$ cat src/rtl/regbank_spi_port.sv
// SPI-slave debug port onto the SH-1 register bank: 40-bit frames (8-bit command, 32-bit data)
// become single-cycle register reads/writes. Optional status byte in the command phase: REGBANK_SPI_STATUS_EN.
module regbank_spi_port #(
    parameter int REG_WIDTH = 32,
    parameter int REG_COUNT = 16
) (
    input  logic                         clk,
    input  logic                         rst_n,
    input  logic                         sclk_i,
    input  logic                         cs_n_i,
    input  logic                         mosi_i,
    output logic                         miso_o,
    output logic                         miso_oe_o,
    input  logic                         core_halted_i,
    output logic [$clog2(REG_COUNT)-1:0] rb_raddr_o,
    input  logic [REG_WIDTH-1:0]         rb_rdata_i,
    output logic                         rb_we_o,
    output logic [$clog2(REG_COUNT)-1:0] rb_waddr_o,
    output logic [REG_WIDTH-1:0]         rb_wdata_o,
    output logic                         busy_o,
    output logic                         err_o
);
    localparam int AW         = $clog2(REG_COUNT);
    localparam int FRAME_BITS = 8 + REG_WIDTH;
    localparam int CW         = $clog2(FRAME_BITS + 1);

    localparam logic [1:0] S_IDLE = 2'd0;
    localparam logic [1:0] S_CMD  = 2'd1;
    localparam logic [1:0] S_DATA = 2'd2;
    localparam logic [1:0] S_DONE = 2'd3;

    logic [1:0] sclk_sync_q, cs_sync_q, mosi_sync_q;
    logic       sclk_prev_q, cs_prev_q;

    // cs_n synchronizer resets high so miso_oe stays low out of reset
    always_ff @(posedge clk or negedge rst_n) begin
        if (!rst_n) begin
            sclk_sync_q <= 2'b00;
            cs_sync_q   <= 2'b11;
            mosi_sync_q <= 2'b00;
            sclk_prev_q <= 1'b0;
            cs_prev_q   <= 1'b1;
        end else begin
            sclk_sync_q <= {sclk_sync_q[0], sclk_i};
            cs_sync_q   <= {cs_sync_q[0], cs_n_i};
            mosi_sync_q <= {mosi_sync_q[0], mosi_i};
            sclk_prev_q <= sclk_sync_q[1];
            cs_prev_q   <= cs_sync_q[1];
        end
    end

    logic sclk_rise, sclk_fall, cs_rise, cs_fall, mosi_s;
    assign sclk_rise = sclk_sync_q[1] & ~sclk_prev_q;
    assign sclk_fall = ~sclk_sync_q[1] & sclk_prev_q;
    assign cs_rise   = cs_sync_q[1] & ~cs_prev_q;
    assign cs_fall   = ~cs_sync_q[1] & cs_prev_q;
    assign mosi_s    = mosi_sync_q[1];

    logic [1:0]           state_q, state_d;
    logic [CW-1:0]        bitcnt_q, bitcnt_d;
    logic [REG_WIDTH-2:0] rx_q, rx_d;
    logic [7:0]           cmd_q, cmd_d;
    logic [REG_WIDTH-1:0] tx_q, tx_d;
    logic                 tx_live_q, tx_live_d;
    logic                 cap_q, cap_d;
    logic [AW-1:0]        raddr_q, raddr_d;
    logic                 we_q, we_d;
    logic [AW-1:0]        waddr_q, waddr_d;
    logic [REG_WIDTH-1:0] wdata_q, wdata_d;
    logic                 err_q, err_d;
`ifdef REGBANK_SPI_STATUS_EN
    logic [7:0]           status_q, status_d;
`endif

    logic [7:0] cmd_next;
    logic       cmd_bad;
    assign cmd_next = {rx_q[6:0], mosi_s};
    assign cmd_bad  = |cmd_q[6:4];

    always_comb begin
        state_d   = state_q;
        bitcnt_d  = bitcnt_q;
        rx_d      = rx_q;
        cmd_d     = cmd_q;
        tx_d      = tx_q;
        tx_live_d = tx_live_q;
        cap_d     = 1'b0;
        raddr_d   = raddr_q;
        we_d      = 1'b0;
        waddr_d   = waddr_q;
        wdata_d   = wdata_q;
        err_d     = err_q;
`ifdef REGBANK_SPI_STATUS_EN
        status_d  = status_q;
`endif
        // rb_rdata settles one cycle after rb_raddr moves; invalid commands read back zero
        if (cap_q)
            tx_d = cmd_bad ? '0 : rb_rdata_i;

        if (cs_rise) begin
            state_d   = S_IDLE;
            tx_live_d = 1'b0;
        end else begin
            case (state_q)
                S_IDLE: begin
                    if (cs_fall) begin
                        state_d   = S_CMD;
                        bitcnt_d  = '0;
                        tx_live_d = 1'b0;
`ifdef REGBANK_SPI_STATUS_EN
                        status_d  = {4'hA, err_q, core_halted_i, 2'b00};
`endif
                    end
                end
                S_CMD: begin
`ifdef REGBANK_SPI_STATUS_EN
                    if (sclk_fall)
                        status_d = {status_q[6:0], 1'b0};
`endif
                    if (sclk_rise) begin
                        rx_d     = {rx_q[REG_WIDTH-3:0], mosi_s};
                        bitcnt_d = bitcnt_q + CW'(1);
                        if (bitcnt_q == CW'(7)) begin
                            cmd_d   = cmd_next;
                            raddr_d = cmd_next[AW-1:0];
                            cap_d   = 1'b1;
                            state_d = S_DATA;
                        end
                    end
                end
                S_DATA: begin
                    // first falling edge of the data phase exposes bit 31, later ones shift
                    if (sclk_fall) begin
                        if (tx_live_q)
                            tx_d = {tx_q[REG_WIDTH-2:0], 1'b0};
                        else
                            tx_live_d = 1'b1;
                    end
                    if (sclk_rise) begin
                        rx_d     = {rx_q[REG_WIDTH-3:0], mosi_s};
                        bitcnt_d = bitcnt_q + CW'(1);
                        if (bitcnt_q == CW'(FRAME_BITS - 1)) begin
                            state_d = S_DONE;
                            if (cmd_bad) begin
                                err_d = 1'b1;
                            end else if (cmd_q[7]) begin
                                if (core_halted_i) begin
                                    we_d    = 1'b1;
                                    waddr_d = cmd_q[AW-1:0];
                                    wdata_d = {rx_q, mosi_s};
                                end else begin
                                    err_d = 1'b1;
                                end
                            end
                        end
                    end
                end
                default: ;
            endcase
        end
    end

    always_ff @(posedge clk or negedge rst_n) begin
        if (!rst_n) begin
            state_q   <= S_IDLE;
            bitcnt_q  <= '0;
            rx_q      <= '0;
            cmd_q     <= '0;
            tx_q      <= '0;
            tx_live_q <= 1'b0;
            cap_q     <= 1'b0;
            raddr_q   <= '0;
            we_q      <= 1'b0;
            waddr_q   <= '0;
            wdata_q   <= '0;
            err_q     <= 1'b0;
`ifdef REGBANK_SPI_STATUS_EN
            status_q  <= '0;
`endif
        end else begin
            state_q   <= state_d;
            bitcnt_q  <= bitcnt_d;
            rx_q      <= rx_d;
            cmd_q     <= cmd_d;
            tx_q      <= tx_d;
            tx_live_q <= tx_live_d;
            cap_q     <= cap_d;
            raddr_q   <= raddr_d;
            we_q      <= we_d;
            waddr_q   <= waddr_d;
            wdata_q   <= wdata_d;
            err_q     <= err_d;
`ifdef REGBANK_SPI_STATUS_EN
            status_q  <= status_d;
`endif
        end
    end

    always_comb begin
        miso_o = 1'b0;
        if (state_q == S_DATA || state_q == S_DONE)
            miso_o = tx_live_q & tx_q[REG_WIDTH-1];
`ifdef REGBANK_SPI_STATUS_EN
        else if (state_q == S_CMD)
            miso_o = status_q[7];
`endif
    end

    assign miso_oe_o  = ~cs_sync_q[1];
    assign rb_raddr_o = raddr_q;
    assign rb_we_o    = we_q;
    assign rb_waddr_o = waddr_q;
    assign rb_wdata_o = wdata_q;
    assign busy_o     = (state_q != S_IDLE);
    assign err_o      = err_q;

endmodule

$ cat config.mk
export PLATFORM = sky130hd
export DESIGN_NAME = regbank_spi_port
export DESIGN_NICKNAME = d
export VERILOG_FILES = /design/src/rtl/regbank_spi_port.sv
export SDC_FILE = /design/constraint.sdc
export NUM_CORES = 1
export LEC_CHECK = 0
export CAP_MARGIN = 20
export CORE_ASPECT_RATIO = 1.75
export CORE_MARGIN = 10
export CORE_UTILIZATION = 54
export DETAILED_ROUTE_END_ITERATION = 12
export GPL_ROUTABILITY_DRIVEN = 0
export HOLD_SLACK_MARGIN = 0.15
export PLACE_DENSITY = 0.8
export SYNTH_ARGS = -nofsm -noshare
export SYNTH_HDL_FRONTEND = slang
export SYNTH_SLANG_ARGS = --single-unit
$ cat constraint.sdc
create_clock -name clk -period 2.5 [get_ports clk]
set_input_delay 0.5 -clock clk [delete_from_list [all_inputs] [get_ports clk]]
set_output_delay 0.5 -clock clk [all_outputs]
set_load 0.005 [all_outputs]
## Yosys cells after proc, flatten, opt, wreduce, memory -nomap -nowiden

Index checks and enable logic that the tools add are counted.
Widths: inputs -> output; s select.

| storage, ports and cells | value |
|---|---|
| flip-flop bits (word level) | 131 |
| input port bits | 38 |
| output and inout port bits | 45 |
| word-level logic and storage cells | 94 |

| cells by class | value |
|---|---|
| add/subtract/negate cells | 1 |
| eq/ne operators | 14 |
| mux-type cells | 35 |
| bitwise gates (word level) | 11 |
| reductions and logical operators | 16 |

Operators with widths:

| operator | number |
|---|---|
| $mux 32 | 6 |
| $mux 1 | 18 |
| $ne 3x3->1 const B | 6 |
| $mux 2 | 6 |
| $mux 6 | 2 |
| $pmux 6 s2 | 1 |
| $reduce_and 6->1 | 2 |
| $reduce_and 4->1 | 2 |
| $reduce_and 7->1 | 1 |
| $add 6x1->6 const B | 1 |
| $eq 6x3->1 const B | 1 |
| $eq 6x6->1 const B | 1 |
| $not 1->1 | 6 |
| $pmux 2 s3 | 1 |
| $reduce_and 3->1 | 2 |
| $reduce_bool 2->1 | 3 |
| $and 1x1->1 | 5 |
| $eq 2x2->1 const B | 2 |
| $ne 2x1->1 const B | 2 |
| $reduce_bool 4->1 | 1 |
| $reduce_bool 3->1 | 1 |
| $reduce_or 3->1 | 1 |
| $eq 2x1->1 const B | 1 |
| $logic_not 2->1 | 1 |
| 4 further kinds | 4 |

## Longest topological paths before layout

Gate-level depths: netlist (run 1).

| logic depth | value |
|---|---|
| depth after elaboration | 7 |
| gate-level depth with buffers | 8 |
| depth with buffers taken out | 6 |

## Least setup slack after synthesis (run 1)

No wires, ideal clock.

| timing path | value |
|---|---|
| path kind | register to register |
| from | register cs_prev_q |
| to | register rx_q[10] |
| library setup time | 125 ps |
| data arrival time | 1,866 ps |
| data required time | 2,375 ps |
| slack | 510 ps |
| stages on the path, launching flop included | 8 |
| buffers on the path | 2 |
| clock period less this slack | 1,990 ps |
| cells stage by stage | dfstp_2 -> inv_1 -> ha_1 -> clkbuf_1 -> nand2b_1 -> nor2_1 -> buf_2 -> mux2_2 |

| between the ends | value |
|---|---|
| word-level cells in the longest chain between the ends | 4 |

RTL lines:

| what | RTL line | source |
|---|---|---|
| start: declaration | 33 | `logic sclk_prev_q, cs_prev_q;` |
| start signal: assignment | 48 | `cs_prev_q <= cs_sync_q[1];` |
| $not 1->1 | 55 | `assign cs_rise = cs_sync_q[1] & ~cs_prev_q;` |
| $and 1x1->1 | 55 |  |
| $not 1->1 (no line) | - |  |
| $reduce_and 3->1 (no line) | - |  |
| end signal: assignment | 183 | `rx_q <= rx_d;` |
| end: declaration | 61 | `logic [REG_WIDTH-2:0] rx_q, rx_d;` |

Every way passes these cells.
A chain may end at the register's enable or synchronous reset.

## Final worst setup path (run 1)

| timing path | value |
|---|---|
| from | register state_q[1] |
| to | output busy_o |

| between the ends | value |
|---|---|
| word-level cells in the longest chain between the ends | 1 |

RTL lines:

| what | RTL line | source |
|---|---|---|
| start: declaration | 59 | `logic [1:0] state_q, state_d;` |
| start signal: assignment | 181 | `state_q <= state_d;` |
| $reduce_bool 2->1 | 214 | `assign busy_o = (state_q != S_IDLE);` |
| end: declaration | 20 | `output logic busy_o,` |

Every way passes these cells.

==> impl_metrics.tcl, run 1 <==
set metrics [dict create \
    post-place-cells 622 \
    ys_ff_latch 127 \
    async_reset_ff_frac 1.00 \
    yosysTopAreaCellShare 0.565 \
    cts-root-buf "clkbuf_16" \
    dr.pass1.iters 4 \
    core_um2 9910 \
    slew-limit-headroom 0.540 \
    wirelength_mm 11.4 \
    yosys.cell_count.top_type "dfrtp_1" \
    critPathMaxStageDelay_ps 520 \
    dieArea_um2 14800 \
    clockBufferDepth 2 \
    routed_via_density 5.33 \
    htree_levels 4 \
    period_needed_ps 2410 \
    grt_pass1_vias 3812 \
    die_x_um 96.2 \
    crit_family "buffers and inverters" \
    reg2reg_from "state_q[1]$_DFFE_PN0P_" \
    synth_ff_type "dfrtp_1" \
    fin_nets 563 \
    syn-num-nets 480 \
    pin_count 83 \
    avgSynthCellArea_um2 12.7 \
    cts_buffers 17 \
    drtIter0Drc 137 \
    worstMarginPinSlew_ps 681 \
    crit_type "flop to primary output" \
    synth_top_cells_by_area "dfrtp_1 57%, mux2_2 9.2%, mux2_4 8.2%" \
    cpMostUsedCell "inv_1" \
    syn_inst 434 \
    fin_util 0.714 \
    required_ps 2000 \
    grt_pass1_wl_mm 19.1 \
    peakVddDrop_v 0.000660 \
    clk_latency_ps 410 \
    fmax_ghz 0.415 \
    antenna_found_initial 0 \
    worst-path-buf-inv 3 \
    cpMaxStageDelayCell "clkdlybuf4s50_1" \
    area_growth_pct 28.9 \
    initial_core_util 0.554 \
    drtAntennaViolNets 0 \
    synth_commonest_cells "124 x dfrtp_1, 45 x mux2_2, 36 x o21ai_0, 35 x a21oi_1, 35 x nand2_1" \
    tritoncts "yes" \
    finalSetupViolCount 0 \
    dp_hpwl_mm 7.80 \
    layout-drive-gt1-share 0.243 \
    start_kind "flop" \
    r2r_end "bitcnt_q[5]$_DFFE_PN0P_" \
    slew_violations 0 \
    hold_end "mosi_sync_q[1]$_DFF_PN0_" \
    hp-start "mosi_sync_q[0]$_DFF_PN0_" \
    yosys_warnings 0 \
    min_path_cells 0 \
    cts.sinks 127 \
    yosysSeqAreaShare 0.579 \
    portBuffers 82 \
    drc 0 \
    fin_crit_sh 0.964 \
    grt_max_degree 64 \
    path_cells "inv_1 > ha_1 > inv_1 > clkdlybuf4s50_1" \
    cts.reportedPaths.clkPinSlew_ps 50 \
    synth_cell_type_count 43 \
    finClkSkew_ps 10.0 \
    hold_viol_final 0 \
    synth_area_um2 5490 \
    grtUsageTotal 0.164 \
    synth_edf_count 0 \
    reg2reg_depth 6 \
    rrSetupSlack_ps 290 \
    antennaDiodeCount 0 \
    status "finished clean" \
    routedWlPerCell_um 17.5 \
    rows 48 \
    yosys.area.top_type "dfrtp_1" \
    post-cts-setup-buffers 0 \
    die_y_um 153 \
    gr-total-overflow 0 \
    hold_ws_ps 348 \
    worstPathMaxFanout 7 \
    drv_cap 0 \
    arrival_ps 1910 \
    holdCritPathClass "flop to flop" \
    total_power_uw 6070 \
    end_kind "primary output" \
    layout.cells.non_filler 655 \
    p_per_area_nw_per_um2 857 \
    p_leak_uw 0.00320 \
    vias 3493 \
]
## registers in the layout (all words and copies together), names as in the netlist, 2 cells and up
| signal | cells |
|---|---|
| rb_wdata_o | 32 |
| tx_q | 32 |
| rx_q | 31 |
| cmd_q | 8 |
| bitcnt_q | 6 |
| rb_waddr_o | 4 |
| cs_sync_q | 2 |
| mosi_sync_q | 2 |
| sclk_sync_q | 2 |
| state_q | 2 |
## layout by cell type, fill, tap and decap left out, types with 2 or more instances in the layout
cell type / instances
clkinv_2: 3
nand3b_1: 2
a2111oi_0: 2
o21ai_0: 36
mux2_2: 45
nand2_1: 35
nand4b_1: 2
inv_1: 11
inv_6: 2
clkinvlp_4: 3
mux2_4: 30
ha_1: 7
bufinv_16: 3
clkbuf_16: 17
a31o_2: 2
nor2_1: 6
buf_12: 5
nor3_1: 2
clkdlybuf4s50_1: 81
nand2b_1: 2
clkinv_4: 2
nor2b_1: 34
a21oi_1: 35
dfrtp_1: 123
dfstp_2: 3
and2_1: 4
nor3b_4: 2
nand3_1: 4
buf_4: 3
## cell type report
class / count / area, µm²
fill: 646 / 2830
sequential: 127 / 3180
clock inverter: 13 / 163
multi-input combinational: 270 / 2150
timing repair buffer: 90 / 943
clock buffer: 19 / 443
tap: 125 / 156
inverter: 11 / 41.3
## worst register-to-register path, cell delays in order (launching register included)
cell and delay [ps]:
dfrtp_1 460, inv_1 130, ha_1 430, mux2i_1 140
a211oi_2 540, a211oi_1 160, a31o_2 250
## worst max-delay path by stage
stage                                start                endpoint  slack [ps]  cells past startpoint
global placement    state_q[0]$_DFFE_PN0P_                  miso_o         430                      4
detailed placement     cs_prev_q$_DFF_PN1_  state_q[0]$_DFFE_PN0P_         320                      5
floorplan              cs_prev_q$_DFF_PN1_    rx_q[10]$_DFFE_PN0P_         510                      7
finish              state_q[1]$_DFFE_PN0P_                  busy_o          90                      4
global route        state_q[1]$_DFFE_PN0P_                  busy_o         -20                      4
CTS                 state_q[0]$_DFFE_PN0P_                  miso_o          10                      4
## metrics by stage
| stage | setup slack (ps) | instance area (µm²) | TNS [ps] |
|---|---|---|---|
| 6_report | 89.8 | 7080 | 0 |
| 3_3_place_gp | 434 | 6450 | 0 |
| 3_5_place_dp | 325 | 6450 | 0 |
| 4_1_cts | 11.6 | 7070 | 0 |
| 2_1_floorplan | 510 | 5490 | 0 |
| 5_1_grt | -16.4 | 7080 | -16.4 |
## cells by family after synthesis
logic type	after synthesis	share of synthesized area
buf+inv	37	0.0333
xor+xnor	1	0.00160
compound gates	84	0.0859
flops	127	0.579
simple gates	101	0.105
fa+ha+maj	8	0.0182
mux	76	0.176
## where the power goes
group          total [µW]  internal [µW]  leakage (µW)  switching, µW
registers            2560           2350       0.00160            208
clock network        2500           1600      0.000290            902
logic                1010            505       0.00132            503
total                6070           4460       0.00320           1610
## timing repair
| action | 4_1_cts | 5_1_grt |
|---|---|---|
| setup endpoints to repair | 1 | 1 |
| hold endpoints to repair | 43 | 0 |
| pin swaps | 0 | 0 |
| resized for setup | 1 | 2 |
| hold buffers | 1 | 0 |
## layer usage
metal,routed length (µm),vias to the layer above,share of wire,track usage
met3,860,13,0.075,0.0780
met4,126,0,0.011,0.0438
li1,-,1664,-,-
met1,4680,1725,0.41,0.186
met5,0,-,0,0
met2,5780,91,0.51,0.268
Note: power is estimated with default switching activity, not from simulation.
==> run 2: changes to the inputs <==
- CORE_UTILIZATION: 54 -> 28
- PLACE_DENSITY: 0.8 -> unset
==> run 2 against run 1 <==
Cell count grew 18%; first-iteration DRC count grew 69%; wire length grew 6.4%; highest routed layer unchanged; combinational power is essentially flat; critical path depth is the same; sequential power is essentially flat; global-route usage shrank 6.8 points; hold slack lost 0.54 ps; setup slack gained 42 ps; utilization shrank 34 points.
==> impl_metrics.tcl, run 2 (synthesis results as in run 1) <==
set metrics [dict create \
    status "finished clean" \
    wl_met2_mm 6.17 \
    cts.sinks 127 \
    die_x_um 126 \
    dieArea_um2 25800 \
    slew_violations 0 \
    post-cts-setup-buffers 0 \
    dp_hpwl_mm 8.31 \
    period_needed_ps 2370 \
    portBuffers 82 \
    core_um2 19200 \
    fin_ws_ps 131 \
    drc 0 \
    cts_buffers 17 \
    layout-drive-gt1-share 0.250 \
    start_kind "flop" \
    arrival_ps 1870 \
    antenna_found_initial 0 \
    cts-root-buf "clkbuf_16" \
    pin_count 83 \
    drt-met1-wl_mm 5.14 \
    end_kind "primary output" \
    wl_met3_um 688 \
    drtAntennaViolNets 0 \
    drtIter0Drc 231 \
    layout_commonest_cell "dfrtp_1" \
    hold_viol_final 0 \
    slew-limit-headroom 0.503 \
    clk_latency_ps 410 \
    place_area_um2 6600 \
    holdCritPathClass "flop to flop" \
    routedWlPerCell_um 15.7 \
    initial_core_util 0.286 \
    tns_ps 0 \
    drv_cap 0 \
    wirelength_mm 12.2 \
    p_per_area_nw_per_um2 823 \
    dr.pass1.iters 4 \
    cts.reportedPaths.clkPinSlew_ps 60 \
    tritoncts "yes" \
    clockBufferDepth 2 \
    area_growth_pct 31.1 \
    routed_via_density 4.54 \
    fin_nets 566 \
    rows 67 \
    p_leak_uw 0.00318 \
    peakVddDrop_v 0.000395 \
    grtUsageTotal 0.0968 \
    vias 3516 \
    htree_levels 4 \
    required_ps 2000 \
    fin_crit_sh 0.947 \
    cpMaxStageDelayCell "clkdlybuf4s50_1" \
    crit_type "flop to primary output" \
    antennaDiodeCount 0 \
    finClkSkew_ps 6.90 \
    preCtsSetupSlack_ps 373 \
    fmax_ghz 0.422 \
    finalSetupViolCount 0 \
    gr-total-overflow 0 \
    die_y_um 205 \
    rsz0062_at_grt "no" \
    routed.top_layer "met4" \
    final_cell_mix "124 x dfrtp_1, 81 x clkdlybuf4s50_1, 45 x mux2_2, 36 x o21ai_0" \
    worstPathMaxFanout 8 \
    stdcell_area_um2 7200 \
    critPathMaxStageDelay_ps 500 \
    grt_pass1_wl_mm 20.5 \
    grt_max_degree 64 \
    grt_pass1_vias 3974 \
    worstMarginPinSlew_ps 736 \
    path_cells "inv_2 > ha_4 > o211a_1 > clkdlybuf4s50_1" \
]
## run 2: path summary, 6_finish.rpt
check | startpoint | endpoint | slack, ps | depth (start not counted)
max | state_q[0]$_DFFE_PN0P_ | miso_o | 130 | 4
min | mosi_sync_q[0]$_DFF_PN0_ | mosi_sync_q[1]$_DFF_PN0_ | 350 | 0
max reg2reg | cs_prev_q$_DFF_PN1_ | state_q[0]$_DFFE_PN0P_ | 330 | 5
min reg2reg | mosi_sync_q[0]$_DFF_PN0_ | mosi_sync_q[1]$_DFF_PN0_ | 350 | 0
max in group asynchronous | rst_n | rb_wdata_o[20]$_DFFE_PN0P_ | 1190 | 3
min in group asynchronous | rst_n | bitcnt_q[4]$_DFFE_PN0P_ | 620 | 2
## run 2: power breakdown
group	internal (µW)	switching (µW)
clock network	1420	923
logic	512	506
registers	2350	209
## run 2: layout make-up
type | instances | area, µm²
clock buffers | 20 | 457
clock inverters | 12 | 113
fillers | 1833 | 12000
inverters | 11 | 41.3
multi-input cells | 270 | 2150
flip-flops and latches | 127 | 3180
well taps | 241 | 302
repair buffers | 93 | 953
## run 2: per-layer routing
layer  track usage  vias up
met5             0        -
met4        0.0363        0
met3        0.0381       14
met2         0.163       66
met1         0.108     1770
li1              -     1666
## run 2: critical path: cells and delay by family, from the launching register on
| kind | cells | cell delay (ps) |
|---|---|---|
| AOI/OAI and AO/OA | 1 | 190 |
| adders and majority gates | 1 | 200 |
| buffers and inverters | 2 | 620 |
| DFF | 1 | 440 |
## run 2: per-stage QoR
step	utilization	hold WS (ps)	instances	power (µW)
floorplan	-	204	434	3220
global placement	0.344	333	741	3530
detailed placement	0.344	337	741	3600
CTS	0.375	351	774	6010
global route	0.375	356	774	6290
finish	0.375	347	774	5920
## run 2: what timing repair did
action,in CTS,in global routing
gates cloned,0,0
endpoints found under the hold margin,34,0
hold buffers,1,0
endpoints found under the setup margin,1,2
resized for setup,2,2
==> run 3: changes to the inputs <==
- MAX_ROUTING_LAYER: unset -> met4
- SLEW_MARGIN: unset -> 20
==> run 3 against run 2 <==
Non-clock buffer count stayed put; setup slack better by 2.1 ps; utilization unchanged; clock-buffer cell count did not move; via count up 0.14%; highest routed layer unchanged.
==> impl_metrics.tcl, run 3 (synthesis results as in run 1) <==
set metrics [dict create \
    status "finished clean" \
    preCtsSetupSlack_ps 373 \
    grt_pass1_vias 3993 \
    cpMaxStageDelayCell "clkdlybuf4s50_1" \
    cts.reportedPaths.clkPinSlew_ps 60 \
    dr.pass1.iters 4 \
    gr-total-overflow 0 \
    cts.sinks 127 \
    portBuffers 82 \
    fin_ws_ps 134 \
    worstMarginPinSlew_ps 737 \
    arrival_ps 1870 \
    rsz0062_at_grt "no" \
    initial_core_util 0.286 \
    drc 0 \
    path_cells "inv_2 > ha_4 > o211a_1 > clkdlybuf4s50_1" \
    fin_nets 566 \
    routed_via_density 4.55 \
    crit_type "flop to primary output" \
    grt_max_degree 64 \
    finalSetupViolCount 0 \
    pin_count 83 \
    die_x_um 126 \
    drtAntennaViolNets 0 \
    dp_hpwl_mm 8.31 \
    start_kind "flop" \
    layout-drive-gt1-share 0.250 \
    peakVddDrop_v 0.000394 \
    drtIter0Drc 208 \
    period_needed_ps 2370 \
    tns_ps 0 \
    fin_crit_sh 0.947 \
    antenna_found_initial 0 \
    grtUsageTotal 0.0993 \
    p_leak_uw 0.00318 \
    dieArea_um2 25800 \
    worstPathMaxFanout 8 \
    wirelength_mm 12.2 \
    slew_violations 0 \
    total_power_uw 5920 \
    finClkSkew_ps 7.39 \
    p_per_area_nw_per_um2 822 \
    cts_buffers 17 \
    htree_levels 4 \
    vias 3521 \
    crit_family "buffers and inverters" \
    grt_pass1_wl_mm 20.4 \
    hold_viol_final 0 \
    drv_cap 0 \
    required_ps 2000 \
    area_growth_pct 31.1 \
    layout_commonest_cell "dfrtp_1" \
    nFillCells 1833 \
    rows 67 \
    slew-limit-headroom 0.502 \
    routedWlPerCell_um 15.8 \
    critPathMaxStageDelay_ps 500 \
    end_kind "primary output" \
    worst-path-buf-inv 2 \
    cts-root-buf "clkbuf_16" \
    hold_ws_ps 347 \
    antennaDiodeCount 0 \
    fmax_ghz 0.423 \
    clk_latency_ps 410 \
    tritoncts "yes" \
    clockBufferDepth 2 \
    die_y_um 205 \
    holdCritPathClass "flop to flop" \
    core_um2 19200 \
    final_cell_mix "124 x dfrtp_1, 81 x clkdlybuf4s50_1, 45 x mux2_2, 36 x o21ai_0" \
]
==> run 3: what timing repair did <==
action	CTS	global route
gates cloned	0	0
gates resized for setup	2	2
buffers inserted	0	0
endpoints found under the hold margin	34	0
hold buffers	1	0
endpoints found under the setup margin	1	2
pin swaps	0	0
==> run 3: area by class of cell <==
type / count / area (µm²) / area share
sequential: 127 / 3180 / 0.442
multi-input combinational: 270 / 2150 / 0.299
tap: 241 / 302 / 0.0419
clock inverter: 12 / 113 / 0.0156
timing repair buffer: 93 / 953 / 0.132
inverter: 11 / 41.3 / 0.00574
clock buffer: 20 / 457 / 0.0634
==> run 3: final timing paths <==
path / slack (ps) / to / startpoint / cells after the start
setup / recovery: 130 / miso_o / state_q[0]$_DFFE_PN0P_ / 4
hold / removal: 350 / mosi_sync_q[1]$_DFF_PN0_ / mosi_sync_q[0]$_DFF_PN0_ / 0
setup reg to reg: 330 / state_q[0]$_DFFE_PN0P_ / cs_prev_q$_DFF_PN1_ / 5
hold reg to reg: 350 / mosi_sync_q[1]$_DFF_PN0_ / mosi_sync_q[0]$_DFF_PN0_ / 0
max in group asynchronous: 1190 / rb_wdata_o[20]$_DFFE_PN0P_ / rst_n / 3
min in group asynchronous: 620 / bitcnt_q[4]$_DFFE_PN0P_ / rst_n / 2
==> run 3: power breakdown <==
group	internal (µW)	switching, µW
Combinational	512	506
Sequential	2350	206
Clock	1420	921
Total	4290	1630
==> run 3: per-layer routing <==
metal,vias to the layer above,GRT usage,share of wire
met4,0,0.0412,0.017
li1,1664,-,-
met3,15,0.0304,0.044
met5,-,-,0
met2,70,0.162,0.51
met1,1772,0.110,0.43
==> run 3: through the flow <==
stage | area [µm²] | cells | utilization
after floorplan | 5490 | 434 | -
after global routing | 7200 | 774 | 0.375
after detailed placement | 6600 | 741 | 0.344
after global placement | 6600 | 741 | 0.344
final | 7200 | 774 | 0.375
after CTS | 7200 | 774 | 0.375
